<file path="config.mk">
export PLATFORM = sky130hd
export DESIGN_NAME = mem_arbiter
export DESIGN_NICKNAME = d
export VERILOG_FILES = /design/src/rtl/mem_arbiter.sv
export SDC_FILE = /design/constraint.sdc
export NUM_CORES = 1
export LEC_CHECK = 0
export CAP_MARGIN = 20
export CORE_AREA = 2 2 133 135
export CTS_BUF_LIST = sky130_fd_sc_hd__clkbuf_8
export DETAILED_ROUTE_END_ITERATION = 16
export DIE_AREA = 0 0 135 137
export GPL_TIMING_DRIVEN = 0
export PLACE_DENSITY = 0.74
export SLEW_MARGIN = 20
export SYNTH_ARGS = -nofsm -noshare
export SYNTH_HDL_FRONTEND = slang
export SYNTH_SLANG_ARGS = --single-unit
</file>
<file path="constraint.sdc">
create_clock -name clk -period 3.1 [get_ports clk]
set_input_delay 0.775 -clock clk [delete_from_list [all_inputs] [get_ports clk]]
set_output_delay 0.775 -clock clk [all_outputs]
set_load 0.02 [all_outputs]
</file>
<file path="src/rtl/mem_arbiter.sv">
// Single-owner round-robin arbiter serialising fetch, load/store and debug ports onto one fixed-latency RAM.
// Optional ARB_DEBUG_PRIO_EN: port 2 gets absolute priority; ports 0/1 round-robin on their own pointer.
module mem_arbiter #(
  parameter int AW      = 32,
  parameter int DW      = 32,
  parameter int MEM_LAT = 1
) (
  input  logic            clk,
  input  logic            rst,
  input  logic [2:0]      req,
  input  logic [2:0]      we,
  input  logic [3*AW-1:0] addr,
  input  logic [3*DW-1:0] wdata,
  output logic [2:0]      gnt,
  output logic [2:0]      done,
  output logic [DW-1:0]   rdata,
  output logic            busy,
  output logic [1:0]      owner,
  output logic            mem_en,
  output logic            mem_we,
  output logic [AW-1:0]   mem_addr,
  output logic [DW-1:0]   mem_wdata,
  input  logic [DW-1:0]   mem_rdata
);

  if (MEM_LAT < 1 || MEM_LAT > 15) begin : g_lat_check
    $error("mem_arbiter: MEM_LAT must be within 1..15");
  end

  localparam logic [3:0] LAT_INIT = 4'(MEM_LAT);

  typedef enum logic [1:0] {
    S_IDLE,
    S_ACCESS,
    S_WAIT,
    S_RESP
  } state_t;

  state_t        state;
  state_t        state_nxt;
  logic [3:0]    lat_cnt;
  logic          lat_we;
  logic [1:0]    winner;
  logic          win_valid;
  logic [AW-1:0] port_addr  [3];
  logic [DW-1:0] port_wdata [3];

`ifdef ARB_DEBUG_PRIO_EN
  // Last of ports 0/1 to be granted; debug grants leave it untouched.
  logic rr01_last;
`endif

  for (genvar i = 0; i < 3; i++) begin : g_unpack
    assign port_addr[i]  = addr[i*AW +: AW];
    assign port_wdata[i] = wdata[i*DW +: DW];
  end

  // Winner search starts one past the previous owner.
  always_comb begin
    // NOTE: every combinational output gets a default first so no path can infer a latch.
    winner    = owner;
    win_valid = |req;
`ifdef ARB_DEBUG_PRIO_EN
    if (req[2])
      winner = 2'd2;
    else if (req[0] && req[1])
      winner = rr01_last ? 2'd0 : 2'd1;
    else if (req[1])
      winner = 2'd1;
    else
      winner = 2'd0;
`else
    case (owner)
      2'd0:    winner = req[1] ? 2'd1 : (req[2] ? 2'd2 : 2'd0);
      2'd1:    winner = req[2] ? 2'd2 : (req[0] ? 2'd0 : 2'd1);
      default: winner = req[0] ? 2'd0 : (req[1] ? 2'd1 : 2'd2);
    endcase
`endif
  end

  always_comb begin
    state_nxt = state;
    gnt       = 3'b000;
    done      = 3'b000;
    mem_en    = 1'b0;
    mem_we    = 1'b0;
    busy      = (state != S_IDLE);
    case (state)
      S_IDLE: begin
        if (win_valid) state_nxt = S_ACCESS;
      end
      S_ACCESS: begin
        mem_en    = 1'b1;
        mem_we    = lat_we;
        gnt       = 3'b001 << owner;
        state_nxt = S_WAIT;
      end
      S_WAIT: begin
        if (lat_cnt == 4'd1) state_nxt = S_RESP;
      end
      S_RESP: begin
        done      = 3'b001 << owner;
        state_nxt = S_IDLE;
      end
      default: state_nxt = S_IDLE;
    endcase
  end

  always_ff @(posedge clk) begin
    // NOTE: sequential state uses non-blocking assignments so every register samples pre-edge values.
    if (rst) begin
      state     <= S_IDLE;
      owner     <= 2'd2;
      lat_cnt   <= 4'd0;
      lat_we    <= 1'b0;
      mem_addr  <= '0;
      mem_wdata <= '0;
      rdata     <= '0;
`ifdef ARB_DEBUG_PRIO_EN
      rr01_last <= 1'b1;
`endif
    end else begin
      state <= state_nxt;
      case (state)
        S_IDLE: begin
          if (win_valid) begin
            owner     <= winner;
            lat_we    <= we[winner];
            mem_addr  <= port_addr[winner];
            mem_wdata <= port_wdata[winner];
`ifdef ARB_DEBUG_PRIO_EN
            if (winner != 2'd2) rr01_last <= winner[0];
`endif
          end
        end
        S_ACCESS: lat_cnt <= LAT_INIT;
        S_WAIT: begin
          lat_cnt <= lat_cnt - 4'd1;
          // RAM data is valid in the last wait cycle; writes keep the previous read value.
          if (lat_cnt == 4'd1 && !lat_we) rdata <= mem_rdata;
        end
        default: ;
      endcase
    end
  end

endmodule

</file>
==> results.ini, run 1 <==
[clock_network]
path_clk_slew_ps = 110
cts_tree = done
cts_max_level = 3
cts.sinks = 105
cts_buffers = 9
root_buffer = clkbuf_8
postCtsHoldBufs = 0
cts_resized = 0
clock_path_buffers = 2
insertion_delay_ps = 390
cts_setup_buffers = 0

[placed_design]
dpl_cell_area_um2 = 9520
dp.cells = 1308
io_buffer_count = 336
dp_hpwl_um = 18900
gp_congestion = 0.879
place_worst_setup_slack_ps = 144

[timing]
slew_headroom = 0.632
setup_viol = 0
hold_viol_final = 0
rsz0062_at_grt = no
finalCritPeriodShare = 0.891
finalClockSkew_ps = 8.39
post-route-worst-setup-slack_ps = 337
fin_setup_tns_ps = 0
timing.fmax_mhz = 362
post-route-min-period_ps = 2760
tightest_slew_ps = 552
slew_violations = 0

[die]
rows = 48
ioPinCount = 339
die_h_um = 137
dieArea_um2 = 18500
start_util = 0.344
core-area_um2 = 17100
fp.dieW_um = 135

[power_and_ir_drop]
p_leak_nw = 3.52
powerDensity_nw_per_um2 = 653
irDropWorstVdd_v = 0.000368
power_w = 0.00634

[yosys]
synth_compound_area_frac = 0.391
synthCells = 747
yosys_warnings = 0
ys.flop_type = dfxtp_1
synth_xor_area_frac = 0
synthAdderAreaFrac = 0.0128
netlist.area_leader.share = 0.358
synth.distinct_cells = 39
ys_seq_area_frac = 0.358
ys_ff_latch = 105
yosys.area_share.simple = 0.164
synth_area_per_cell_um2 = 7.86
synthMuxAreaShare = 0.00170
synth_edf_count = 0
ys_async_sr_fraction = 0
synth_top_family_by_area = compound AO/OA/AOI/OAI gates
synthTopCellsByArea = dfxtp_1 36%, a221o_1 11%, a32oi_1 9.7%
syn_nets = 985
syn-cell-area_um2 = 5870
yosysTopAreaCell = dfxtp_1

[layout]
fin_area_um2 = 9710
areaGrowthSynthToFinish_pct = 65.3
nets = 1332
layoutNonFillerInstCount = 1323
antenna_cells = 0
drive_gt1_frac = 0.0455
fillers = 1595

[grt]
grt_pass1_wl_um = 37000
grt_max_degree = 18
antenna_found_initial = 0
gr-usage-all-layers = 0.258
gr-total-overflow = 0
grt_pass1_vias = 6713

[critical_path]
crit_path_end_kind = output pin
crit_arrival_ps = 1990
crit_required_ps = 2320
crit_path_max_fanout = 4
crit_type = reg2out
cp-start-kind = flop

[flow_run]
cap_violations = 0

[detailed_routing]
vias = 7182
dr.pass1.iters = 5
drt_iter0_drc = 523
wl_um = 24800
wl_per_cell_um = 18.7
drc = 0
vias_per_cell = 5.43
ant_nets = 0

[hold_path]
hp-class = reg2reg

[status]
status = completed

-- critical path, stage by stage, from the launching register on --
cell	delay, ps
dfxtp_1	350
inv_1	90
ha_1	210
inv_1	90
nor3b_1	210
clkdlybuf4s50_1	660
-- per-stage QoR --
stage,hold slack (ps),util
6_report,461,0.569
3_5_place_dp,445,0.558
5_1_grt,481,0.569
2_1_floorplan,462,-
4_1_cts,461,0.569
3_3_place_gp,441,0.558
-- where the power goes --
group / internal (W) / switching (W) / total, W
sequential: 0.00176 / 0.000240 / 0.00200
clock: 0.000372 / 0.000532 / 0.000905
combinational: 0.00155 / 0.00188 / 0.00343
total: 0.00369 / 0.00266 / 0.00634
-- kinds of logic after synthesis --
family	Yosys count
DFF	105
adders and majority gates	6
AOI/OAI and AO/OA	308
buffers and inverters	94
muxes	1
and+or+nand+nor	233
-- state kept, by name (all words and copies together) (netlist names) --
register / count
lat_cnt: 4
lat_we: 1
mem_addr: 32
mem_wdata: 32
owner: 2
rdata: 32
state: 2
-- worst paths after layout --
kind	start	end	slack [ps]	cells past startpoint
worst max-delay path	state[1]	gnt[2]	340	5
worst min-delay path	rdata[4]	rdata[4]	460	2
worst max register to register	state[0]	mem_addr[14]	930	8
worst min register to register	rdata[4]	rdata[4]	460	2
-- metal layers --
layer	up-vias	wire length (µm)	track usage
met5	-	0	0
met2	298	11500	0.418
li1	3462	-	-
met4	0	875	0.114
met3	50	1570	0.0496
met1	3372	10800	0.333
-- placed cells by master (no fill, tap or decap), types with 23 or more instances in the layout --
cell and instances:
clkbuf_1 52, dfxtp_1 105, o21ai_1 50, buf_2 23
nand2_1 132, o21bai_1 65, a221o_1 65, clkdlybuf4s50_1 336
a21oi_1 37, nor2_1 76, a32oi_1 65
-- final cells by class --
type	instances	area, µm²	share of cell area
Multi-Input combinational cell	548	3340	0.344
Tap cell	225	282	0.0290
Timing Repair Buffer	336	3360	0.346
Clock inverter	6	70.1	0.00721
Buffer	86	400	0.0412
Sequential cell	105	2100	0.216
Inverter	8	30.0	0.00309
Clock buffer	9	124	0.0128
-- synthesized netlist by cell type, types with 7 or more instances --
cell      count
dfxtp_1     105
nor2_1       76
o21bai_1     65
clkbuf_1     52
o21ai_0      19
buf_2        23
a32oi_1      65
nand2_1     132
o21ai_1      50
a221o_1      65
a21oi_1      37
inv_1         7
Power figures use the tool's default switching activity.
==> run 2: changes to the inputs <==
Settings changed: SLEW_MARGIN 20 to unset.
==> results of run 2 <==
Same layout as run 1: the final DEF is identical, and so are final timing and power.
